===== config.mk =====
export PLATFORM = sky130hd
export DESIGN_NAME = wrap_around_fifo
export DESIGN_NICKNAME = d
export VERILOG_FILES = /design/src/rtl/wrap_around_fifo_pkg.sv /design/src/rtl/wrap_around_fifo_mem.sv /design/src/rtl/wrap_around_fifo.sv
export SDC_FILE = /design/constraint.sdc
export NUM_CORES = 1
export LEC_CHECK = 0
export BUFFER_PORTS_ARGS = -buffer_cell sky130_fd_sc_hd__buf_4
export CAP_MARGIN = 20
export CORE_ASPECT_RATIO = 1.4
export CORE_MARGIN = 3
export CORE_UTILIZATION = 51
export DETAILED_ROUTE_END_ITERATION = 10
export GPL_TIMING_DRIVEN = 0
export PLACE_DENSITY_LB_ADDON = 0.08
export SLEW_MARGIN = 20
export SYNTH_ARGS = -nofsm -noshare
export SYNTH_HDL_FRONTEND = slang
export SYNTH_HIERARCHICAL = 1
export SYNTH_SLANG_ARGS = --single-unit

===== constraint.sdc =====
create_clock -name clk -period 2.8 [get_ports clk]
set_input_delay 0.84 -clock clk [delete_from_list [all_inputs] [get_ports clk]]
set_output_delay 0.84 -clock clk [all_outputs]
set_load 0.05 [all_outputs]

===== src/rtl/wrap_around_fifo_pkg.sv =====
// wrap_around_fifo_pkg: shared defaults and pointer-width helper for the wrap-around FIFO
package wrap_around_fifo_pkg;
  localparam int DEF_DEPTH = 8;
  localparam int DEF_WIDTH = 8;
  function automatic int ptr_w(input int depth);
    return $clog2(depth) + 1;
  endfunction
endpackage


===== src/rtl/wrap_around_fifo_mem.sv =====
// wrap_around_fifo_mem: FIFO storage, sync write port and enable-gated registered read port
module wrap_around_fifo_mem
  import wrap_around_fifo_pkg::*;
#(
  parameter int DEPTH = DEF_DEPTH,
  parameter int WIDTH = DEF_WIDTH,
  localparam int AW = $clog2(DEPTH)
) (
  input  logic             clk,
  input  logic             rst_n,
  input  logic             we_i,
  input  logic [AW-1:0]    waddr_i,
  input  logic [WIDTH-1:0] wdata_i,
  input  logic             re_i,
  input  logic [AW-1:0]    raddr_i,
  output logic [WIDTH-1:0] rdata_o
);
  logic [WIDTH-1:0] mem_q [DEPTH];
  logic [WIDTH-1:0] rdata_q;
  assign rdata_o = rdata_q;
  // storage is never reset; only accepted writes land in the array
  always_ff @(posedge clk)
    if (we_i) mem_q[waddr_i] <= wdata_i;
  // output register loads only on an accepted read, otherwise holds its last value
  always_ff @(posedge clk)
    if (!rst_n) rdata_q <= '0;
    else if (re_i) rdata_q <= mem_q[raddr_i];
endmodule


===== src/rtl/wrap_around_fifo.sv =====
// wrap_around_fifo: pointer-based FIFO with wrap bits; WRAP_FIFO_ERR_FLAGS_EN adds overflow/underflow pulses
module wrap_around_fifo
  import wrap_around_fifo_pkg::*;
#(
  parameter int FIFO_DEPTH = DEF_DEPTH,
  parameter int DATA_WIDTH = DEF_WIDTH
) (
  input  logic                  clk,
  input  logic                  rst_n,
  input  logic                  wr_en,
  input  logic [DATA_WIDTH-1:0] w_data,
  input  logic                  rd_en,
  output logic [DATA_WIDTH-1:0] r_data,
  output logic                  full,
  output logic                  empty
`ifdef WRAP_FIFO_ERR_FLAGS_EN
  ,
  output logic                  overflow,
  output logic                  underflow
`endif
);
  localparam int PW = ptr_w(FIFO_DEPTH);
  localparam int AW = PW - 1;
  logic [PW-1:0] wr_ptr_q, wr_ptr_d, rd_ptr_q, rd_ptr_d;
  logic wr_acc, rd_acc;
  assign empty  = wr_ptr_q == rd_ptr_q;
  assign full   = (wr_ptr_q[AW] != rd_ptr_q[AW]) && (wr_ptr_q[AW-1:0] == rd_ptr_q[AW-1:0]);
  assign wr_acc = wr_en && !full;
  assign rd_acc = rd_en && !empty;
  // pointers advance independently on accepted transfers and wrap naturally modulo 2*depth
  always_comb begin
    wr_ptr_d = wr_acc ? wr_ptr_q + 1'b1 : wr_ptr_q;
    rd_ptr_d = rd_acc ? rd_ptr_q + 1'b1 : rd_ptr_q;
  end
  // pointer registers; reset discards all stored entries
  always_ff @(posedge clk)
    if (!rst_n) begin
      wr_ptr_q <= '0;
      rd_ptr_q <= '0;
    end else begin
      wr_ptr_q <= wr_ptr_d;
      rd_ptr_q <= rd_ptr_d;
    end
  wrap_around_fifo_mem #(.DEPTH(FIFO_DEPTH), .WIDTH(DATA_WIDTH)) u_mem (
    .clk    (clk),
    .rst_n  (rst_n),
    .we_i   (wr_acc),
    .waddr_i(wr_ptr_q[AW-1:0]),
    .wdata_i(w_data),
    .re_i   (rd_acc),
    .raddr_i(rd_ptr_q[AW-1:0]),
    .rdata_o(r_data)
  );
`ifdef WRAP_FIFO_ERR_FLAGS_EN
  logic overflow_q, underflow_q;
  assign overflow  = overflow_q;
  assign underflow = underflow_q;
  // one-cycle pulses flagging a dropped write or dropped read
  always_ff @(posedge clk)
    if (!rst_n) begin
      overflow_q  <= 1'b0;
      underflow_q <= 1'b0;
    end else begin
      overflow_q  <= wr_en && full;
      underflow_q <= rd_en && empty;
    end
`endif
endmodule


=== Word-level counts from Yosys, hierarchy flattened ===
Memories as Yosys holds them, arrays and structs flattened. A register that Yosys moved wholly into a read port is not among the register bits.
Index checks and enable logic that the tools add are counted.

* Add/subtract/negate cells: 2
* $mul: 0
* Div/mod/pow operators: 0
* $lt $le $gt $ge: 0
* Equality and inequality tests: 3
* Shift operators: 0
* Muxes and demuxes: 2
* Bitwise gates (word level): 0
* Reduce and logical (&&, ||, !) cells: 6

{| class="wikitable"
|+ Operator list
! cell !! count
|-
| $add A4 B1 Y4 const B || 2
|-
| $eq A4 B4 Y1 || 1
|-
| $eq A3 B3 Y1 || 1
|-
| $logic_and A1 B1 Y1 || 3
|-
| $logic_not A1 Y1 || 3
|-
| $mux W1 || 2
|-
| $ne A1 B1 Y1 || 1
|}

* Register bits after elaboration: 8
* Latch bits: 0
* RAM bits: 64
* Memory bits (read-only): 0
* Input bits: 12
* Output and inout bits: 10
* Logic and storage cells: 16
* Memories kept: 1

{| class="wikitable"
|+ Memories
! name !! words !! width !! rd ports !! clocked after Yosys merged registers in !! write ports !! line !! RTL
|-
| u_mem.mem_q || 8 || 8 || 1 || 1 || 1 || wrap_around_fifo_mem.sv:18 || <nowiki>logic [WIDTH-1:0] mem_q [DEPTH];</nowiki>
|}

=== Depth between registers and ports, before layout ===
* Word-level depth: 6
* Mapped depth: 7
* Gate-level depth less buffers: 4

=== By module ===
Netlist, hierarchy kept.

{| class="wikitable"
|+ Modules (own cells, without submodules)
! module !! instances !! cells an instance !! area each (um2) !! sequential area each (um2)
|-
| wrap_around_fifo_mem || 1 || 160 || 2,788.9 || 2,082.0
|-
| wrap_around_fifo || 1 || 65 || 568.0 || 160.2
|}

=== Worst setup path before layout ===
Ideal clock, no wire load.

* Kind: register to output
* Start point: register wr_ptr_q[0]
* End point: output port empty
* Data arrival time: 1.525 ns
* Data required time: 1.960 ns
* Path slack: 0.435 ns
* Stages on the path, launching flop included: 4
* Buffers on the path: 0
* Cells stage by stage: dfxtp_1 xnor2_1 nand3_1 nor2_1

* Cells in the longest elaborated chain, start to end: 1

{| class="wikitable"
|+ Ends and longest elaborated chain
! item !! line !! RTL
|-
| start, declared || wrap_around_fifo.sv:24 || <nowiki>logic [PW-1:0] wr_ptr_q, wr_ptr_d, rd_ptr_q, rd_ptr_d;</nowiki>
|-
| start signal, assigned || wrap_around_fifo.sv:41 || <nowiki>wr_ptr_q <= wr_ptr_d;</nowiki>
|-
| $eq A4 B4 Y1 || wrap_around_fifo.sv:26 || <nowiki>assign empty = wr_ptr_q == rd_ptr_q;</nowiki>
|-
| end, declared || wrap_around_fifo.sv:15 || <nowiki>output logic empty</nowiki>
|}

No other way between the ends.

=== Final worst setup path ===
* Start point: register wr_ptr_q[1]
* End point: output port full

* Cells in the longest elaborated chain, start to end: 2

{| class="wikitable"
|+ Ends and longest elaborated chain
! item !! line !! RTL
|-
| $eq A3 B3 Y1 || wrap_around_fifo.sv:27 || <nowiki>assign full = (wr_ptr_q[AW] != rd_ptr_q[AW]) && (wr_ptr_q[AW-1:0] == rd_ptr_q[AW-1:0]);</nowiki>
|-
| $logic_and A1 B1 Y1 || wrap_around_fifo.sv:27 ||
|-
| end, declared || wrap_around_fifo.sv:14 || <nowiki>output logic full,</nowiki>
|}

No other way between the ends.

==> results list <==
* Synth Cell Area: 3360 um2
* DIE HEIGHT: approximately 100 um
- Final hold violation count: 0
- Counting instances in the post-synthesis netlist gives the leading cell types as sky130_fd_sc_hd__edfxtp_1 (64), sky130_fd_sc_hd__mux2i_1 (22), sky130_fd_sc_hd__mux2_2 (18), sky130_fd_sc_hd__dfxtp_1 (16), sky130_fd_sc_hd__nand2_1 (14).
- Average detailed-routed wire length per instance: slightly below 20 um
- Share of async-settable or async-resettable flops after synthesis: 0%
* Largest driver fanout on the critical path: 10
- Measured against its own limit, the worst slew margin works out to 33.6%.
* Final clock skew: 0.0120 ns
- After synthesis the netlist holds a flip-flop and latch count of 80.
* Kind of cell adding the most delay to the critical path: flip-flops
- Combinational fraction of design power: around 20%
- Horizontal extent of the die: 74.6 um
- The max-slew violation count came to 0.
* Global route overflow: 0
* End-of-flow core utilization: 60.0%
- Cells with a size suffix above 1 make up 23.6% of the layout.
* Post-synthesis sequential area ratio: 66.8%
* Startpoint Class: register
- Yosys Warn Count: 6
* Leading cell types by total area after synthesis: sky130_fd_sc_hd__edfxtp_1 (57%), sky130_fd_sc_hd__dfxtp_1 (9.5%), sky130_fd_sc_hd__mux2i_1 (6.6%)
- The number of placed instances, taps included, is between 300 and 400.
- Subtracting the final worst setup slack from the clock period gives 2.56 ns.
- Clock latency on the worst-skew pair, taken at its later pin, is 0.34 ns.
* Pre-CTS worst setup slack: 0.194 ns
- Reg clk slew, reported paths: 0.07 ns
- The number of global-route vias before repair came to 1,877.
- The first detailed-routing pass took 4 iterations.
* I/O pin count: 22
* Maximum cell stage delay along the critical path: between 0.4 and 0.5 ns
- Top flip-flop cell by instance count after synthesis: sky130_fd_sc_hd__edfxtp_1
- Buffers and inverters on the worst path: 1
- Iter 0 DRT Violations: 144
- The number of gates resized after CTS was 0.
- Number of flops mapped to enable cells by yosys: 64
- In this run the deepest clock path goes through 2 buffers.
- The area growth from synthesis to layout is 12.4%.
* Final net count: 272
- Final routed wirelength across all metal layers: 6570 um
- Data arrival time of the worst path: 1.72 ns
- The repair_antennas step left the layout with diodes totalling 0.
* Initial antenna violation count: 0
* Hold bufs inserted after CTS: 0
- Dividing total power by cell area gives a power density of between 600 and 700 nW/um2.
- Cell Chain, Critical Path: xnor2_1 -> nand3_1 -> nor2_1 -> buf_4
- At the pin with the least slew margin, the transition time is 0.993 ns.
* Effective utilization at floorplan: 53.3%
- Setup violations remaining at the end of the flow were counted as 0.
* Worst setup path category: reg2out
* Remaining DRCs: 0
- At the end of routability-driven placement, the weighted congestion stood at 0.762.
- For this run, the top clock speed supported by timing is slightly below 400 MHz.
- After technology mapping, the gate count stands at 225.
- Counting every net in the synthesized netlist gives 239.
- The first global-routing pass estimated about 10,000 um of wire.
- In this run, the clock network consumes 26.7% of the power.
* Final HPWL from detailed placement: between 4000 and 5000 um
* Worst Hold Class: reg2reg
- Leakage power figure: 1.31 nW
- Clock tree synthesis inserted a total of 9 buffers.
- Global routing consumed, over all layers together, between 10% and 20% of the routing resources.
- Smallest setup slack after layout: 0.241 ns
- Port Buffer Count: 21
* Outcome: finished, final reports clean
* Number of nets with antenna violations after detailed routing: 0
* Via count: 1,927
* Cell area after layout: 3770 um2
- Excluding fillers, the count of instances in the completed layout stands at about 340.
* Pin count of the biggest net entering global routing: 13
- The clock drives 80 sinks.
- Max cap viols: 0
* Clk root buf: sky130_fd_sc_hd__clkbuf_8
* Number of distinct library cells after synthesis: 36
- TritonCTS built the clock tree.
- VDD IR max: approximately 300 uV
* Post-route clock period utilization: 91.4%
* Cell type of the slowest stage on the worst timing path: sky130_fd_sc_hd__dfxtp_1
- Design Power: around 2.6 mW
* Floorplan row count: 34
- Once placement finished, the instance area stood at 3620 um2.
- Most used standard cell by instance count after synthesis: sky130_fd_sc_hd__edfxtp_1
- Area of the core: between 6000 and 7000 um2
- Required time of the critical path: 1.96 ns
* Unrepaired setup endpoints after global routing: false
- In this run the biggest area consumer among cell types represents 57.2% of the synthesized area.
- The share of total power dissipated in sequential elements is 53.0%.
* Sw Pwr: 0.714 mW
* Via-per-instance ratio: 5.75
- The synthesized design spends more area on one cell type than any other, namely sky130_fd_sc_hd__edfxtp_1.
- The internal power of the cells totals 1.87 mW.
- Die area: 7610 um2
* Avg Synthesized Cell Area: 14.9 um2
- Once the clock tree was built, the setup fixing pass inserted 0 buffers.
- Switching Share: 27.6%
* Total number of H-tree levels: 3
- The worst setup path is captured at an output pin.
==> layout by cell type, fill, tap and decap left out, types with 2 or more instances in the layout <==
cell	instances
sky130_fd_sc_hd__buf_6	2
sky130_fd_sc_hd__mux2i_1	22
sky130_fd_sc_hd__buf_4	22
sky130_fd_sc_hd__o22ai_1	7
sky130_fd_sc_hd__buf_12	2
sky130_fd_sc_hd__dfxtp_1	16
sky130_fd_sc_hd__o21ai_0	8
sky130_fd_sc_hd__nand2_1	14
sky130_fd_sc_hd__nor3_2	2
sky130_fd_sc_hd__a221o_1	7
sky130_fd_sc_hd__xnor2_1	4
sky130_fd_sc_hd__a21oi_1	7
sky130_fd_sc_hd__edfxtp_1	64
sky130_fd_sc_hd__nand4_1	3
sky130_fd_sc_hd__clkinv_2	2
sky130_fd_sc_hd__buf_2	3
sky130_fd_sc_hd__clkbuf_1	8
sky130_fd_sc_hd__nand3_1	2
sky130_fd_sc_hd__mux2_2	18
sky130_fd_sc_hd__nand2b_1	9
sky130_fd_sc_hd__ha_1	2
sky130_fd_sc_hd__xor2_1	4
sky130_fd_sc_hd__o41a_1	2
sky130_fd_sc_hd__clkbuf_8	9
sky130_fd_sc_hd__nor2_1	9
sky130_fd_sc_hd__a41oi_1	2
==> per-stage QoR <==
step                TNS [ns]  hold WS (ns)
floorplan                  0         0.511
detailed placement         0         0.513
global placement       -2.26         0.506
CTS                        0         0.532
finish                     0         0.532
global route               0         0.564
==> registers in the layout, summed over array words and instances, names as in the netlist <==
register,flops
rd_ptr_q,4
u_mem/mem_q,64
wr_ptr_q,4
u_mem/rdata_o,8
==> metal layers <==
metal | GRT usage (%) | vias up | share of wire (%)
li1 | - | 935 | -
met1 | 23.1 | 935 | 40
met2 | 33.5 | 50 | 53
met3 | 4.72 | 7 | 5.2
met4 | 5.75 | 0 | 1.2
met5 | 0 | - | 0
==> cells by family after synthesis <==
group | Yosys count | synth area share (%)
fa+ha+maj | 2 | 0.745
xor+xnor | 8 | 2.09
buf+inv | 11 | 2.76
simple gates | 46 | 6.93
compound gates | 38 | 8.09
mux | 40 | 12.6
flops | 80 | 66.8
==> worst register-to-register path, delay by kind of cell, from the launching register on <==
family	cells	cell delay, ns
xor+xnor	1	0.27
flops	1	0.57
simple gates	2	0.94
compound gates	1	0.34
==> path summary, 6_finish.rpt <==
check / startpoint / to / slack [ns] / cells past startpoint
worst min register to register: u_mem/rdata_o[3] / u_mem/rdata_o[3] / 0.53 / 2
worst min-delay path: u_mem/rdata_o[3] / u_mem/rdata_o[3] / 0.53 / 2
worst max-delay path: wr_ptr_q[1] / full / 0.24 / 4
worst max register to register: wr_ptr_q[0] / u_mem/mem_q[1][7] / 0.31 / 4
==> power groups by stage <==
stage                     logic [mW]  registers (mW)  clock network [mW]
final                          0.524            1.37               0.689
after global routing           0.565            1.38               0.771
after global placement         0.523            1.40                   0
after CTS                      0.530            1.37               0.704
after floorplan                0.300            1.47                   0
after detailed placement       0.528            1.40                   0
==> cell type report <==
type	instances	area, um2
flip-flops and latches	80	2240
plain buffers	11	92.6
multi-input cells	134	1030
clock buffers	14	143
clock inverters	2	10.0
repair buffers	22	165
well taps	72	90.1
fillers	508	2520
No activity file was read; power rests on OpenSTA's default activity.
